<file path="src/rtl/alu_seq_param_if.sv">
// Operand/result bus for alu_seq_param: input handshake, output handshake and status.
interface alu_seq_param_if #(
  parameter int WIDTH = 4
);
  logic [2:0]       Select;
  logic [WIDTH-1:0] A;
  logic [WIDTH-1:0] B;
  logic             C;
  logic             in_valid;
  logic             in_ready;
  logic [WIDTH-1:0] RegOut;
  logic             Carryout;
  logic             Zero;
  logic             out_valid;
  logic             out_ready;
  logic             busy;

  // Source/consumer side: drives operands and takes results.
  modport master (
    output Select, A, B, C, in_valid, out_ready,
    input  in_ready, RegOut, Carryout, Zero, out_valid, busy
  );

  // ALU side.
  modport slave (
    input  Select, A, B, C, in_valid, out_ready,
    output in_ready, RegOut, Carryout, Zero, out_valid, busy
  );
endinterface

</file>
<file path="src/rtl/alu_seq_param.sv">
// Registered WIDTH-bit 8-mode ALU with valid/ready handshakes on both sides and
// a multi-cycle rotate-through-carry (opcode 101) by a count taken from B.
module alu_seq_param #(
  parameter int WIDTH = 4
) (
  input logic           clock,
  input logic           reset,
  alu_seq_param_if.slave bus
);

  localparam int CW = $clog2(WIDTH + 1);

  typedef enum logic {
    IDLE  = 1'b0,
    SHIFT = 1'b1
  } state_t;

  state_t           state_q, state_d;
  logic [WIDTH-1:0] rot_q, rot_d;
  logic             rcarry_q, rcarry_d;
  logic [CW-1:0]    cnt_q, cnt_d;
  logic [WIDTH-1:0] reg_out_q, reg_out_d;
  logic             carry_out_q, carry_out_d;
  logic             zero_q, zero_d;
  logic             out_valid_q, out_valid_d;

  logic             in_ready;
  logic             accept;
  logic [CW-1:0]    k_raw;
  logic [CW-1:0]    k_eff;
  logic [WIDTH:0]   sum;
  logic [WIDTH-1:0] step_rot;
  logic             step_c;
  logic [WIDTH-1:0] res_val;
  logic             res_c;
  logic             res_we;

  assign bus.in_ready  = in_ready;
  assign bus.RegOut    = reg_out_q;
  assign bus.Carryout  = carry_out_q;
  assign bus.Zero      = zero_q;
  assign bus.out_valid = out_valid_q;
  assign bus.busy      = (state_q == SHIFT);

  // Input handshake, clamped rotate count, adder and the single rotate step.
  always_comb begin
    in_ready = (state_q == IDLE) && (!out_valid_q || bus.out_ready);
    accept   = bus.in_valid && in_ready;
    k_raw    = bus.B[CW-1:0];
    k_eff    = (k_raw > CW'(WIDTH)) ? CW'(WIDTH) : k_raw;
    sum      = {1'b0, bus.A} + {1'b0, bus.B} + {{WIDTH{1'b0}}, bus.C};
    step_rot = {rot_q[WIDTH-2:0], rcarry_q};
    step_c   = rot_q[WIDTH-1];
  end

  // Next-state, working registers and result register update.
  always_comb begin
    state_d     = state_q;
    rot_d       = rot_q;
    rcarry_d    = rcarry_q;
    cnt_d       = cnt_q;
    reg_out_d   = reg_out_q;
    carry_out_d = carry_out_q;
    zero_d      = zero_q;
    out_valid_d = out_valid_q && !bus.out_ready;
    res_val     = '0;
    res_c       = 1'b0;
    res_we      = 1'b0;

    case (state_q)
      IDLE: begin
        if (accept) begin
          res_we = 1'b1;
          case (bus.Select)
            3'b000: res_val = ~bus.A;
            3'b001: {res_c, res_val} = sum;
            3'b010: res_val = bus.A & bus.B;
            3'b011: res_val = bus.A | bus.B;
            3'b100: res_val = bus.A ^ bus.B;
            3'b101: begin
              if (k_eff == '0) begin
                res_val = bus.A;
                res_c   = bus.C;
              end else begin
                res_we   = 1'b0;
                state_d  = SHIFT;
                rot_d    = bus.A;
                rcarry_d = bus.C;
                cnt_d    = k_eff;
              end
            end
            3'b110: res_val = '0;
            default: res_val = '1;
          endcase
        end
      end
      SHIFT: begin
        rot_d    = step_rot;
        rcarry_d = step_c;
        cnt_d    = cnt_q - 1'b1;
        if (cnt_q == CW'(1)) begin
          res_we  = 1'b1;
          res_val = step_rot;
          res_c   = step_c;
          state_d = IDLE;
        end
      end
      default: state_d = IDLE;
    endcase

    if (res_we) begin
      reg_out_d   = res_val;
      carry_out_d = res_c;
      zero_d      = (res_val == '0);
      out_valid_d = 1'b1;
    end
  end

  // State and data registers; reset discards any in-flight rotate.
  always_ff @(posedge clock or posedge reset) begin
    if (reset) begin
      state_q     <= IDLE;
      rot_q       <= '0;
      rcarry_q    <= 1'b0;
      cnt_q       <= '0;
      reg_out_q   <= '0;
      carry_out_q <= 1'b0;
      zero_q      <= 1'b0;
      out_valid_q <= 1'b0;
    end else begin
      state_q     <= state_d;
      rot_q       <= rot_d;
      rcarry_q    <= rcarry_d;
      cnt_q       <= cnt_d;
      reg_out_q   <= reg_out_d;
      carry_out_q <= carry_out_d;
      zero_q      <= zero_d;
      out_valid_q <= out_valid_d;
    end
  end

endmodule

</file>
<file path="src/flat_wrapper.sv">
// flat-port wrapper written by rule: the top's interface ports become plain ports
module alu_seq_param_flat 
#(
  parameter int WIDTH = 4
)
  (clock, reset, bus_Select, bus_A, bus_B, bus_C, bus_in_valid, bus_out_ready, bus_in_ready, bus_RegOut, bus_Carryout, bus_Zero, bus_out_valid, bus_busy);
  alu_seq_param_if #(.WIDTH(WIDTH)) bus_i ();
  input logic clock;
  input logic reset;
  input wire logic [$bits(bus_i.Select)-1:0] bus_Select;
  input wire logic [$bits(bus_i.A)-1:0] bus_A;
  input wire logic [$bits(bus_i.B)-1:0] bus_B;
  input wire logic [$bits(bus_i.C)-1:0] bus_C;
  input wire logic [$bits(bus_i.in_valid)-1:0] bus_in_valid;
  input wire logic [$bits(bus_i.out_ready)-1:0] bus_out_ready;
  output wire logic [$bits(bus_i.in_ready)-1:0] bus_in_ready;
  output wire logic [$bits(bus_i.RegOut)-1:0] bus_RegOut;
  output wire logic [$bits(bus_i.Carryout)-1:0] bus_Carryout;
  output wire logic [$bits(bus_i.Zero)-1:0] bus_Zero;
  output wire logic [$bits(bus_i.out_valid)-1:0] bus_out_valid;
  output wire logic [$bits(bus_i.busy)-1:0] bus_busy;
  assign bus_i.Select = bus_Select;
  assign bus_i.A = bus_A;
  assign bus_i.B = bus_B;
  assign bus_i.C = bus_C;
  assign bus_i.in_valid = bus_in_valid;
  assign bus_i.out_ready = bus_out_ready;
  assign bus_in_ready = bus_i.in_ready;
  assign bus_RegOut = bus_i.RegOut;
  assign bus_Carryout = bus_i.Carryout;
  assign bus_Zero = bus_i.Zero;
  assign bus_out_valid = bus_i.out_valid;
  assign bus_busy = bus_i.busy;
  alu_seq_param #(.WIDTH(WIDTH)) u_core (.clock(clock), .reset(reset), .bus(bus_i));
endmodule
</file>
<file path="config.mk">
export PLATFORM = sky130hd
export DESIGN_NAME = alu_seq_param_flat
export DESIGN_NICKNAME = d
export VERILOG_FILES = /design/src/rtl/alu_seq_param_if.sv /design/src/rtl/alu_seq_param.sv /design/src/flat_wrapper.sv
export SDC_FILE = /design/constraint.sdc
export NUM_CORES = 1
export LEC_CHECK = 0
export BUFFER_PORTS_ARGS = -buffer_cell sky130_fd_sc_hd__buf_2
export CORE_MARGIN = 2
export CORE_UTILIZATION = 35
export DETAILED_ROUTE_END_ITERATION = 6
export PLACE_DENSITY = 0.63
export SLEW_MARGIN = 40
export SYNTH_ARGS = -nofsm -noshare
export SYNTH_HDL_FRONTEND = slang
export SYNTH_SLANG_ARGS = --single-unit
</file>
<file path="constraint.sdc">
create_clock -name clock -period 2.6 [get_ports clock]
set_input_delay 0.39 -clock clock [delete_from_list [all_inputs] [get_ports clock]]
set_output_delay 0.39 -clock clock [all_outputs]
set_load 0.05 [all_outputs]
</file>
# --- Word level (Yosys, flattened, before mapping) ---
# Cells that the tools add are included.
totals:
  reg_bits: 16
  in_bits: 16
  out_inout_bits: 9
  wordCells: 71
op_classes:
  n_addsub: 3
  magnitude_cmp: 1
  n_eq_ne: 10
  mux: 34
  bitwise: 5
  reduce_logical: 10
op_table:
  columns: ["op", "n"]
  rows:
  - ["4-bit case mux with 7 select lines", 1]
  - ["4-bit two-way mux", 6]
  - ["4-bit case mux with 2 select lines", 2]
  - ["1-bit two-way mux", 15]
  - ["3-bit two-way mux", 4]
  - ["1-bit case mux with 2 select lines", 5]
  - ["3-bit equality test, second input constant", 3]
  - ["3-bit by 1-bit equality test with 1-bit output, second input constant", 2]
  - ["3-bit by 2-bit equality test with 1-bit output, second input constant", 2]
  - ["3-bit zero test", 2]
  - ["3-bit case mux with 2 select lines", 1]
  - ["4-bit by 4-bit adder with 5-bit output", 1]
  - ["5-bit by 1-bit adder with 5-bit output", 1]
  - ["4-bit bitwise AND", 1]
  - ["4-bit zero test", 1]
  - ["2-bit != test, second input constant", 2]
  - ["4-bit NOT", 1]
  - ["4-bit OR", 1]
  - ["4-bit bitwise XOR", 1]
  - ["3-bit greater-than comparator, second input constant", 1]
  - ["1-bit logical AND", 3]
  - ["3-bit AND reduction", 1]
  - ["3-bit by 1-bit subtractor with 3-bit output, second input constant", 1]
  - ["1-bit zero test", 2]
  - ["other kinds (3)", 3]

# --- Depth between registers and ports, before layout ---
# Gate-level depths: netlist of run 1.
logic_depth:
  depth_word: 8
  ltp_mapped: 9
  mapped_depth_nobuf: 8

# --- Worst setup path after synthesis of run 1 ---
# OpenSTA, ideal clock, no wires.
synth_timing:
  path_type: "input to register"
  from: "input port bus_C"
  to: "register u_core.zero_q, in the netlist u_core.bus.Zero"
  setup_time_ps: 104
  t_arrival_ps: 2117
  t_required_ps: 2496
  path_slack_ps: 380
  path_stages: 8
  n_path_buf: 0
  path_cell_list: "fa_1 fa_1 xnor2_1 mux2i_1 a32o_1 o21ai_1 nand2_1 o41ai_2"
synth_via:
  elab_chain_cells: 5
synth_rtl:
  columns: ["element", "line", "rtl"]
  rows:
  - ["from (decl)", "flat_wrapper.sv:13", "input wire logic [$bits(bus_i.C)-1:0] bus_C;"]
  - ["5-bit by 1-bit adder with 5-bit output", "alu_seq_param.sv:51", "sum = {1'b0, bus.A} + {1'b0, bus.B} + {{WIDTH{1'b0}}, bus.C};"]
  - ["4-bit case mux with 7 select lines", "alu_seq_param.sv:74", "case (bus.Select)"]
  - ["4-bit two-way mux", "alu_seq_param.sv:72", "if (accept) begin"]
  - ["4-bit case mux with 2 select lines", "alu_seq_param.sv:70", "case (state_q)"]
  - ["4-bit zero test", "alu_seq_param.sv:114", "zero_d = (res_val == '0);"]
  - ["to (signal assigned)", "alu_seq_param.sv:137", "zero_q <= zero_d;"]
  - ["to (decl)", "alu_seq_param.sv:24", "logic zero_q, zero_d;"]
# No other way between the ends.
# A chain may end at the register's enable or synchronous reset.

# --- Worst setup path in the final report of run 1 ---
# Same ends and word-level chain as after synthesis.

==> run_results.csv, run 1 <==
group,metric,value,unit
run_status,status,"complete, no violations",
synth,synth_edf_count,0,
run,cap_violations,0,
synth,synth-simple-area-share,22.9,%
layout,layout-drive-gt1-share,24.9,%
layout,nets,199,
setup_path,required,2750,ps
layout,antenna_cells,0,
placed_design,portBuffers,24,
placed_design,place_inst,214,
floorplan,die-area,4250,sq um
setup_path,arrival,2400,ps
placed_design,dpl_cell_area,1470,sq um
layout,syn_to_final_growth,15.2,%
placed_design,post-dp-hpwl,2520,microns
pwr,ir_drop,0.245,mV
cts,ctsResizeCount,0,
synth,synthFlopType,"dfrtp_1",
timing,setup_viol,0,
pwr,powerDensity,866,nW/um^2
synth,synth_cell_types,44,
synth,synth.area.top_cells,"dfrtp_1, ha_1, nand2_1, a21o_1, a21oi_1",
synth,ys_async_sr_fraction,100,%
global_routing,gr-total-overflow,0,
placed_design,place_ws,65.4,ps
synth,synth-xor-area-share,2.00,%
synth,synthMuxAreaShare,3.15,%
cts,cts_tree,"built",
hold_path,hp-class,"in -> async",
global_routing,grt_pass1_wl,5120,microns
setup_path,r2r-start,"u_core.bus.busy",
cts,cts-root-buf,"clkbuf_8",
layout,stdcell_area,1510,sq um
timing,min_period_over_period,86.8,%
cts,hold_buffers,0,
layout,final_cell_count_no_fill,217,
synth,synth_top_family_by_area,"simple AND/OR/NAND/NOR gates",
synth,yosys_register_bits,16,
floorplan,die_h,65.2,microns
timing,finalMaxSlewViolations,0,
cts,cts_sinks,16,
global_routing,antenna_found_initial,0,
setup_path,r2r-end,"u_core.bus.Zero",
routing,drt_first_iter_violations,66,
timing,max_freq,0.443,GHz
synth,synth_compound_area_share,22.5,%
timing,postLayoutSetupSlackWorst,344,ps
synth,syn_avg_cell_area,8.98,sq um
setup_path,ff2ff_setup_slack,670,ps
routing,wl_per_cell,14.5,microns
setup_path,cp-end-kind,"flip-flop",
cts,post_cts_buffers,0,
cts,h-tree-depth,1,
cts,cts.path.max_buffers,2,
synth,synth_top_area_share,30.5,%
cts,cts_buffers,3,
pwr,p_leak,0.000792,uW
synth,syn-cell-area,1310,sq um
global_routing,first_global_vias,1079,
cts,insertion_delay,240,ps
cts,cts.clk_slew.worst_paths,60,ps
setup_path,r2r_cells,5,
global_routing,grt.total_usage,15.7,%
synth,syn-instance-count,146,
timing,hold_viol,0,
floorplan,die_w,65.2,microns
routing,vias_per_cell,5.28,
synth,synth_fp_nets,174,
setup_path,cp_max_fo,3,
timing,fin_crit,2260,ps
global_routing,grt_max_degree,18,
synth,yosysSeqAreaShare,30.5,%
setup_path,critPathLaunchType,"input pin",
floorplan,rows,22,
timing,tightest_slew,630,ps
placed_design,gp_congestion,0.931,
routing,drtPass1Iterations,4,
floorplan,start_util,36.1,%
timing,slew_headroom,57.9,%
timing,setup_tns,0,ps
routing,vias,1145,
routing,ant_nets,0,
floorplan,io_pins,25,
routing,wl,3150,microns
timing,skew,0.490,ps
timing,rsz0062_at_grt,"false",
synth,yosys_warnings,0,
routing,drc_errors,0,
layout,final_core_util,41.6,%
synth,synth_fa_ha_area_share,12.6,%
setup_path,path_class,"in -> reg",
synth,yosysTopAreaCell,"dfrtp_1",
floorplan,coreArea,3630,sq um
per-layer routing:
metal / vias up / track usage (%) / wire length (microns)
met2: 29 / 29.0 / 1650
li1: 565 / - / -
met5: - / 0 / 0
met4: 0 / 4.95 / 40
met1: 547 / 18.3 / 1320
met3: 4 / 2.74 / 145
cells by family after synthesis:
group	after synthesis
compound gates	41
xor+xnor	3
fa+ha+maj	12
buf+inv	18
flops	16
mux	4
simple gates	52
critical path, cell delays in order:
cell and delay [ps]:
buf_2 130, fa_1 450, fa_1 420, xnor2_1 150, mux2i_1 90, a32o_1 210
o21ai_1 140, nand2_1 110, o41ai_2 310
cells in the final DEF, fill, tap and decap left out, drive strengths merged, types with 4 or more instances in the layout:
cell	Yosys	routed
a21oi	10	10
ha	10	10
nand2	22	22
o21ai	6	6
a22oi	5	5
dfrtp	16	16
a21o	7	7
nor2	7	7
inv	12	12
nand3	4	4
buf	4	26
nand2b	5	5
power by group:
part / internal, uW / leakage (uW) / switching (uW) / total [uW]
combinational: 219 / 0.000568 / 457 / 676
sequential: 356 / 0.000202 / 95.9 / 451
clock: 103 / 0.0000216 / 77.3 / 180
total: 678 / 0.000792 / 630 / 1310
flip-flops by register name, summed over array words and instances (netlist names):
name	count
u_core.rot_q	4
u_core.rcarry_q	1
u_core.bus.Carryout	1
u_core.bus.out_valid	1
u_core.bus.RegOut	4
u_core.bus.Zero	1
u_core.bus.busy	1
u_core.cnt_q	3
metrics by stage:
step           hold slack [ps]  total power (uW)
5_1_grt                    254              1410
3_3_place_gp               455              1120
3_5_place_dp               465              1140
2_1_floorplan              304               971
6_report                   215              1310
4_1_cts                    233              1320
layout make-up:
type | instances | area [sq um]
sequential | 16 | 400
clock buffer | 3 | 41.3
inverter | 12 | 45.0
fill | 379 | 2120
timing repair buffer | 26 | 135
multi-input combinational | 112 | 828
tap | 48 | 60.1
cells in the mapped netlist, types with 2 or more instances:
master and count:
mux2i_1 3, nand3_1 4, nand2_1 22, nor2_1 6, buf_2 3, ha_1 10
a21o_1 7, nor2b_2 2, nand2b_1 5, a21oi_1 9, and2b_1 2, nand4_1 2
o21ai_0 4, a32oi_1 3, fa_1 2, a22oi_1 5, o21ai_1 2, dfrtp_1 16
xnor2_1 3, a31oi_1 2, inv_1 11
how the worst max path moves through the flow:
stage	endpoint	startpoint	cells after the start
after global placement	u_core.bus.Zero	bus_C	9
final	u_core.bus.Zero	bus_C	9
after floorplan	u_core.bus.Zero	bus_C	8
after global routing	u_core.bus.Zero	bus_C	9
after CTS	u_core.bus.Zero	bus_C	9
after detailed placement	u_core.bus.Zero	bus_C	9
Note: power is estimated with default switching activity, not from simulation.
==> inputs of run 2 (changes only) <==
--- a/config.mk
+++ b/config.mk
@@ -6,6 +6,7 @@
 export NUM_CORES = 1
 export LEC_CHECK = 0
 export BUFFER_PORTS_ARGS = -buffer_cell sky130_fd_sc_hd__buf_2
+export CORE_ASPECT_RATIO = 1.1
 export CORE_MARGIN = 2
 export CORE_UTILIZATION = 35
 export DETAILED_ROUTE_END_ITERATION = 6
==> run 2 against run 1 <==
  * Utilization is 0.74 points higher
  * Flip-flop and latch count stayed put
  * Hold slack worse by 11 ps
  * Critical path depth stayed put
  * Total power is 4.1% higher
  * Fmax is 4.0% lower
  * Wire length is 0.54% lower
  * Global-route usage is 0.34 points lower
  * Critical path type unchanged
  * Largest cell class unchanged
  * Highest routed layer unchanged
==> run_results.csv, run 2 (same netlist as run 1, synthesis figures left out) <==
group,metric,value,unit
placed_design,gp_congestion,0.930,
placed_design,post-dp-hpwl,2490,microns
floorplan,die_w,62.4,microns
routing,drtPass1Iterations,4,
timing,hold_viol,0,
cts,ctsResizeCount,0,
setup_path,worst_setup_path_startpoint,"bus_C",
setup_path,critPathLaunchType,"input pin",
setup_path,endpoint,"u_core.bus.Zero",
layout,final_core_util,42.3,%
layout,regArea,400,sq um
cts,hold_buffers,0,
global_routing,first_global_vias,1143,
routing,top_layer,"met4",
timing,rsz0062_at_grt,"false",
timing,max_freq,0.426,GHz
floorplan,rows,23,
cts,cts_tree,"built",
placed_design,portBuffers,24,
global_routing,grt.total_usage,15.3,%
cts,insertion_delay,250,ps
global_routing,grt_pass1_wl,5110,microns
routing,vias_per_cell,5.35,
timing,setup_viol,0,
floorplan,start_util,36.2,%
setup_path,required,2740,ps
global_routing,gr-total-overflow,0,
hold_path,hp-class,"in -> async",
timing,min_period_over_period,90.4,%
setup_path,path_class,"in -> reg",
setup_path,cp_common_cell,"fa_1",
layout,syn_to_final_growth,17.0,%
timing,skew,3.71,ps
routing,wl_met2,1610,microns
setup_path,slowest_stage,"fa_1",
layout,nets,200,
setup_path,r2r-end,"u_core.bus.Zero",
routing,wl,3130,microns
run,cap_violations,0,
global_routing,antenna_found_initial,0,
timing,finalMaxSlewViolations,0,
setup_path,cp-end-kind,"flip-flop",
cts,post_cts_buffers,0,
routing,ant_nets,0,
cts,cts_sinks,16,
routing,drc_errors,0,
pwr,p_leak,0.000805,uW
timing,fin_crit,2350,ps
layout,layout_commonest_cell,"buf_2",
timing,whs,204,ps
layout,antenna_cells,0,
routing,drt_first_iter_violations,34,
layout,layout-drive-gt1-share,25.7,%
routing,m1WireLength,1290,microns
pwr,ir_drop,0.220,mV
layout,final_cell_mix,"buf_2, nand2_1, dfrtp_1",
timing,tightest_slew,603,ps
cts,cts-root-buf,"clkbuf_8",
layout,multi_input_area,828,sq um
routing,route.met3.wl,151,microns
setup_path,cp_max_fo,3,
setup_path,arrival,2490,ps
floorplan,coreArea,3630,sq um
routing,wl_per_cell,14.2,microns
floorplan,die-area,4250,sq um
timing,setup_tns,0,ps
routing,vias,1182,
timing,slew_headroom,59.8,%
global_routing,grt_max_degree,17,
floorplan,io_pins,25,
layout,fillers,391,
cts,cts_buffers,3,
cts,cts.clk_slew.worst_paths,60,ps
setup_path,slowest_delay,460,ps
pwr,powerDensity,887,nW/um^2
floorplan,die_h,68.2,microns
setup_path,r2r_cells,7,
cts,cts.path.max_buffers,2,
setup_path,r2r-start,"u_core.cnt_q[0]",
setup_path,ff2ff_setup_slack,780,ps
setup_path,crit_chain,"buf_2 -> fa_1 -> fa_1 -> xnor2_1 -> mux2i_1 -> a32o_1 -> o21ai_1 -> nand2_1 -> o41ai_2",
cts,h-tree-depth,1,
run_status,status,"complete, no violations",
## run 2: changes by cell type in the layout (fill, tap and decap cells not counted), sizes merged
cell / change
buf: +1
clkbuf: +1
## run 2: routing by layer
layer  GRT usage [%]  vias to the layer above
li1                -                      564
met1            17.5                      562
met5               0                        -
met2            29.8                       45
met3            1.32                       11
met4            7.22                        0
## run 2: layout make-up
cell class | instances | share of cell area, %
Timing Repair Buffer | 27 | 9.30
Multi-Input combinational cell | 112 | 54.0
Tap cell | 50 | 4.08
Clock buffer | 4 | 3.59
Inverter | 12 | 2.94
Sequential cell | 16 | 26.1
## run 2: critical path, delay by kind of cell
family,cells,cell delay (ps)
buffers and inverters,1,130
and+or+nand+nor,1,100
AOI/OAI and AO/OA,3,680
muxes,1,110
xor gates and xnor gates,1,200
adders and majority gates,2,880
## run 2: how the worst min path moves through the flow
stage,to,startpoint,slack [ps],cells past startpoint
after floorplan,u_core.bus.Carryout,reset,300,1
after global placement,u_core.bus.RegOut[3],u_core.bus.RegOut[3],460,1
after detailed placement,u_core.bus.RegOut[3],u_core.bus.RegOut[3],460,1
after CTS,u_core.rot_q[1],reset,220,2
after global routing,u_core.bus.out_valid,reset,260,2
final,u_core.rot_q[1],reset,200,2
## run 2: report_power, final
group / switching [uW] / internal, uW
logic: 477 / 228
clock network: 84.0 / 134
registers: 82.2 / 356
## run 2: per-stage QoR
stage | worst slack (ps) | instances | cell area (sq um) | total power, uW
detailed placement | 9.86 | 217 | 1480 | 1150
floorplan | 380 | 146 | 1310 | 971
CTS | 269 | 221 | 1530 | 1370
finish | 250 | 221 | 1530 | 1360
global route | 142 | 221 | 1530 | 1450
global placement | 145 | 217 | 1480 | 1130
